## src/rtl/ex_result_stage.sv

```systemverilog
// EX result stage: two-entry in-order skid buffer with writeback tagging.
// Optional flag register enabled by defining FLAG_REG_EN.
module ex_result_stage #(
  parameter int REG_ADDR_W = 3
) (
  input  logic                  clk,
  input  logic                  rst_n,
  input  logic [15:0]           alu_out,
  input  logic                  alu_of,
  input  logic                  alu_cout,
  input  logic                  alu_err,
  input  logic                  in_valid,
  input  logic [REG_ADDR_W-1:0] in_wr_reg,
  input  logic                  in_wr_en,
  input  logic                  in_set_flags,
  output logic                  in_ready,
  input  logic                  out_ready,
  input  logic                  flush,
  output logic                  out_valid,
  output logic [15:0]           out_data,
  output logic [REG_ADDR_W-1:0] out_wr_reg,
  output logic                  out_wr_en,
  output logic [3:0]            flags,
  output logic                  err_sticky
);

  typedef enum logic [1:0] {
    EMPTY,
    ONE,
    FULL
  } state_e;

  typedef struct packed {
    logic [15:0]           data;
    logic [REG_ADDR_W-1:0] wr_reg;
    logic                  wr_en;
    logic                  err;
`ifdef FLAG_REG_EN
    logic                  of;
    logic                  cout;
    logic                  sf;
`endif
  } entry_t;

  state_e state_q, state_d;
  entry_t head_q, head_d;
  entry_t skid_q, skid_d;
  entry_t new_e;

  logic out_valid_q, out_valid_d;
  logic in_ready_q, in_ready_d;
  logic err_q, err_d;
  logic accept, drain;

  assign accept = in_valid & in_ready_q;
  assign drain  = out_valid_q & out_ready;

  // An errored result must never reach the register file.
  always_comb begin
    new_e        = '0;
    new_e.data   = alu_out;
    new_e.wr_reg = in_wr_reg;
    new_e.wr_en  = in_wr_en & ~alu_err;
    new_e.err    = alu_err;
`ifdef FLAG_REG_EN
    new_e.of     = alu_of;
    new_e.cout   = alu_cout;
    new_e.sf     = in_set_flags;
`endif
  end

  always_comb begin
    state_d = state_q;
    head_d  = head_q;
    skid_d  = skid_q;
    err_d   = err_q;
    if (flush) begin
      state_d = EMPTY;
    end else begin
      unique case (state_q)
        EMPTY: begin
          if (accept) begin
            head_d  = new_e;
            state_d = ONE;
          end
        end
        ONE: begin
          unique case ({accept, drain})
            2'b11: head_d = new_e;
            2'b10: begin
              skid_d  = new_e;
              state_d = FULL;
            end
            2'b01: state_d = EMPTY;
            default: ;
          endcase
        end
        FULL: begin
          if (drain) begin
            head_d  = skid_q;
            state_d = ONE;
          end
        end
        default: state_d = EMPTY;
      endcase
      if (drain && head_q.err) begin
        err_d = 1'b1;
      end
    end
    out_valid_d = (state_d != EMPTY);
    in_ready_d  = (state_d != FULL);
  end

  always_ff @(posedge clk or negedge rst_n) begin
    if (!rst_n) begin
      state_q     <= EMPTY;
      head_q      <= '0;
      skid_q      <= '0;
      out_valid_q <= 1'b0;
      in_ready_q  <= 1'b1;
      err_q       <= 1'b0;
    end else begin
      state_q     <= state_d;
      head_q      <= head_d;
      skid_q      <= skid_d;
      out_valid_q <= out_valid_d;
      in_ready_q  <= in_ready_d;
      err_q       <= err_d;
    end
  end

  assign in_ready   = in_ready_q;
  assign out_valid  = out_valid_q;
  assign out_data   = head_q.data;
  assign out_wr_reg = head_q.wr_reg;
  assign out_wr_en  = head_q.wr_en;
  assign err_sticky = err_q;

`ifdef FLAG_REG_EN
  logic [3:0] flags_q, flags_d;

  always_comb begin
    flags_d = flags_q;
    if (!flush && drain && head_q.sf && !head_q.err) begin
      flags_d = {head_q.data == 16'h0000, head_q.data[15],
                 head_q.of, head_q.cout};
    end
  end

  always_ff @(posedge clk or negedge rst_n) begin
    if (!rst_n) begin
      flags_q <= 4'b0000;
    end else begin
      flags_q <= flags_d;
    end
  end

  assign flags = flags_q;
`else
  logic unused_flag_in;
  assign unused_flag_in = ^{in_set_flags, alu_of, alu_cout};
  assign flags = 4'b0000;
`endif

endmodule

```

## config.mk

```make
export PLATFORM = sky130hd
export DESIGN_NAME = ex_result_stage
export DESIGN_NICKNAME = d
export VERILOG_FILES = /design/src/rtl/ex_result_stage.sv
export SDC_FILE = /design/constraint.sdc
export NUM_CORES = 1
export LEC_CHECK = 0
export BUFFER_PORTS_ARGS = -buffer_cell sky130_fd_sc_hd__buf_2
export CAP_MARGIN = 20
export CORE_ASPECT_RATIO = 1.4
export CORE_UTILIZATION = 50
export DETAILED_ROUTE_END_ITERATION = 16
export PLACE_DENSITY = 0.79
export SYNTH_ARGS = -nofsm -noshare
export SYNTH_HDL_FRONTEND = slang
export SYNTH_SLANG_ARGS = --single-unit
```

## constraint.sdc

```tcl
create_clock -name clk -period 2.79 [get_ports clk]
set_input_delay 0.279 -clock clk [delete_from_list [all_inputs] [get_ports clk]]
set_output_delay 0.279 -clock clk [all_outputs]
set_load 0.05 [all_outputs]
```

# Yosys cells after proc, flatten, opt, wreduce, memory -nomap -nowiden
# Index checks and enable logic that the tools add are counted.
# classes
mux,9
bitwise_logic,5
reduce_logical,7
eq_ne,9
# op_table
operator,n
2-to-1 mux 21 bit,3
case mux 21 bit (3 select lines),1
equality test 2 bit (second input constant),3
2-to-1 mux 2 bit,3
!= test 2 bit (second input constant),3
case mux 2 bit (3 select lines),1
AND reduction 5 bit,1
equality test 2 x 1 -> 1 bit (second input constant),2
case mux 2 bit (2 select lines),1
bitwise AND 1 bit,3
AND reduction 3 bit,1
nonzero test 3 bit,1
zero test 2 bit,1
!= test 2 x 1 -> 1 bit (second input constant),1
inverter 1 bit,2
AND reduction 2 bit,1
nonzero test 2 bit,1
logical AND 1 bit,1
# word_totals
register_bits,47
word_cells,42
in_bits,29

# Longest topological paths before layout
# depth
ltp_word,6
depth_mapped,5
depth_no_buf,4

# Worst setup path after synthesis
# No wires, ideal clock.
# synth_timing
path_type,register -> register
start,"reg in_ready_q, in the netlist in_ready"
end,reg head_q[0] (netlist bit)
setup_ns,0.125
arrival_ns,1.714
synth_period_minus_slack_ns,1.839
stages_incl_launch_ff,6
t_required_ns,2.665
slack_ns,0.951
path_cell_list,dfstp_2 -> and3b_1 -> nand2b_1 -> a21oi_2 -> buf_6 -> mux2_4
# synth_between
elab_chain_len,4
# synth_rtl
element,line_no,source
from (decl),51,"logic in_ready_q, in_ready_d;"
from (signal assigned),127,in_ready_q <= in_ready_d;
bitwise AND 1 bit *,55,assign accept = in_valid & in_ready_q;
equality test 2 bit,88,"unique case ({accept, drain})"
!= test 2 x 1 -> 1 bit (no source line),-,
AND reduction 5 bit (no source line) *,-,
to (signal assigned),117,head_q <= '0;
to (signal assigned),124,head_q <= head_d;
to (decl),46,"entry_t head_q, head_d;"
# Every way passes the cells marked *; elsewhere a longest branch is shown, timed or not.
# A chain may end at the register's enable or synchronous reset.

# Final worst setup path
# layout_timing
start,"reg in_ready_q, in the netlist in_ready"
end,reg head_q (netlist bit out_data[6])
# The elaborated chain is that of the path after synthesis.

==> summary.md <==
| Metric | Value |
|---|---|
| Worst skew pair latency | 0.29 ns |
| Worst EP arrival | 2.08 ns |
| #FFs+latches synth | 47 |
| Clock skew | 0.003695 ns |
| Fillers | 388 |
| Count leader, synth | dfrtp_1 |
| Post-synth top area share | 0.4965 |
| Clock Sinks | 47 |
| Worst Setup End Kind | flop |
| Die ar. | 0.004917 sq mm |
| Slowest CP cell | dfstp_2 |
| Routed Antenna Nets | 0 |
| Final Critical Period | 1.894 ns |
| Crit path max-delay family | flip-flops |
| GPL Wtd Cong | 0.6888 |
| Post-Syn Area per Cell | 14.22 sq um |
| Post-DP HPWL | 2523 microns |
| Worst EP required | 2.97 ns |
| YS warnings | 0 |
| Synth area leaders | dfrtp_1 50%, mux2_2 20%, mux2_4 13% |
| Drt total wl | 3688 microns |
| Final setup fails | 0 |
| Gr usage total | 0.1661 |
| Hold Crit Depth | 2 |
| Fin util | 0.5939 |
| Mapped Area | 0.002318 sq mm |
| Synth Flop Type | dfrtp_1 |
| Max-cap check violation count | 0 |
| Worst Hold Class | in -> reg |
| Die H | 82.57 microns |
| Final Hold Viols | 0 |
| Vias after detailed routing | 1307 |
| Largest net degree at the start of global routing | 48 |
| Power Dens Cells | 892.6 mW/mm^2 |
| Xor/xnor cell area share of the yosys netlist | 0 |
| Port Buffer Count | 48 |
| Ys async rst share | 1.000 |
| Post-synth EDFFs | 0 |
| Number of global-route vias before repair | 1350 |
| Synth Instances | 163 |
| Largest register FFs | 21 |
| Status | finished clean |
| Max Buffers Root-to-Sink | 2 |
| CP peak stage delay | 0.56 ns |
| CP Class | reg -> reg |
| Startpoint Class | flop |
| Peak VDD IR | 595.9 uV |
| Post-route DRC | 0 |
| Drt via density | 5.066 |
| FP Rows | 28 |
| Clk slew on worst S/H paths | 0.08 ns |
| Crit. path cell count | 5 |
| Fmax | 528.0 MHz |
| Synth Area in Compound Gates | 0.02590 |
| Critical path buffer and inverter count | 1 |
| Reg2Reg Depth | 5 |
| Area growth from synthesis to layout | 11.28% |
| Drt wl/cell | 14.29 microns |
| Most frequent cells after synthesis | 46 x dfrtp_1, 41 x mux2_2, 23 x buf_4 |
| Fraction of the mapped netlist area in simple logic gates | 0.03400 |
| Ports | 56 |
| CTS Buf Count | 5 |
| Crit Path Max Fanout | 21 |
| Multiplexer share of the synthesized area | 0.3330 |
| Antenna violations before repair | 0 |
| Unique cell type count in the Yosys netlist | 25 |
| # diodes | 0 |
| Initial Util | 0.5337 |
| Final Max Slew Viols | 0 |
| Layout cells sized above 1 | 0.6313 |
| CORE AREA | 0.004344 sq mm |
| Nets | 226 |
| Crit path cell chain | and3b_1 -> nand2b_1 -> a21oi_4 -> buf_4 -> mux2_2 |
| TritonCTS clock tree | yes |
| Leak Pwr | 1.203 nW |
| Tcrit/Tclk final | 0.6788 |
| Setup TNS | 0 ns |
| Synth area leader | dfrtp_1 |
| Die width | 59.55 microns |
| Sequential fraction of the synthesis area | 0.5078 |
| Clk root buf | clkbuf_8 |
| Initial drt markers | 21 |
| First-pass GRT wire length | 5996 microns |
| Adder-Cell Fraction of Synth Area | 0 |
| TritonRoute pass-1 iters | 3 |
| Htree depth | 2 |
| Grt ovf | 0 |
| RSZ-0062 raised after global routing | no |
| Main combinational cell family by area after synthesis | multiplexers |
stage by stage:
step	power [mW]	hold WS [ns]	instance area (sq um)	worst slack, ns	instances
after global routing	2.426	0.2191	2580	0.7976	258
after CTS	2.335	0.1901	2550	0.8704	256
after floorplan	1.861	-0.01659	2330	0.9513	166
after detailed placement	1.936	0.4762	2469	0.8834	248
final	2.303	0.2277	2580	0.8961	258
after global placement	1.903	0.4543	2469	0.9003	248
cell type report:
type                    count  area [sq um]  area share
flip-flops and latches     47          1177      0.4564
multi-input cells          87         942.2      0.3652
repair buffers             53         292.8      0.1135
clock buffers               7         76.32     0.02958
well taps                  60         75.07     0.02910
inverters                   3         11.26    0.004365
clock inverters             1         5.005    0.001940
cell families after synthesis:
group	count (synthesis)
DFF	47
AOI/OAI and AO/OA	8
and+or+nand+nor	13
muxes	62
other	1
buffers and inverters	32
placed cells by master (no fill, tap or decap), drive strengths merged, types with 2 or more instances in the layout:
master,n
mux2,61
clkbuf,7
conb,4
dfrtp,46
nand2,5
a21oi,2
nand2b,3
inv,3
buf,52
o21ai,2
metal layers:
layer,routed length [microns],global-route usage
met5,0,0
met4,42,0.05581
met3,186,0.04829
met2,1918,0.2865
met1,1541,0.1960
repair_timing:
| item | CTS | global route |
|---|---|---|
| gates resized for setup | 0 | 0 |
| hold buffers | 0 | 1 |
| buffers inserted | 0 | 0 |
| hold endpoints to repair | 0 | 11 |
worst paths after layout:
kind                                         from                 endpoint  slack (ns)
max reg2reg                    in_ready$_DFF_PN1_  out_data[6]$_DFFE_PN0P_        0.90
min reg2reg                err_sticky$_DFFE_PN0P_   err_sticky$_DFFE_PN0P_        0.48
min                                  in_wr_reg[1]    skid_q[3]$_DFFE_PN0P_        0.23
min in group asynchronous                   rst_n   err_sticky$_DFFE_PN0P_        0.41
max in group asynchronous                   rst_n   skid_q[19]$_DFFE_PN0P_        1.91
max                            in_ready$_DFF_PN1_  out_data[6]$_DFFE_PN0P_        0.90
report_power, final:
part | leakage [nW] | internal, mW | switching (mW) | total [mW]
logic | 0.596 | 0.349 | 0.536 | 0.885
clock network | 0.0422 | 0.176 | 0.209 | 0.385
registers | 0.564 | 0.914 | 0.119 | 1.03
total | 1.20 | 1.44 | 0.864 | 2.30
(Power assumes the default switching activity.)
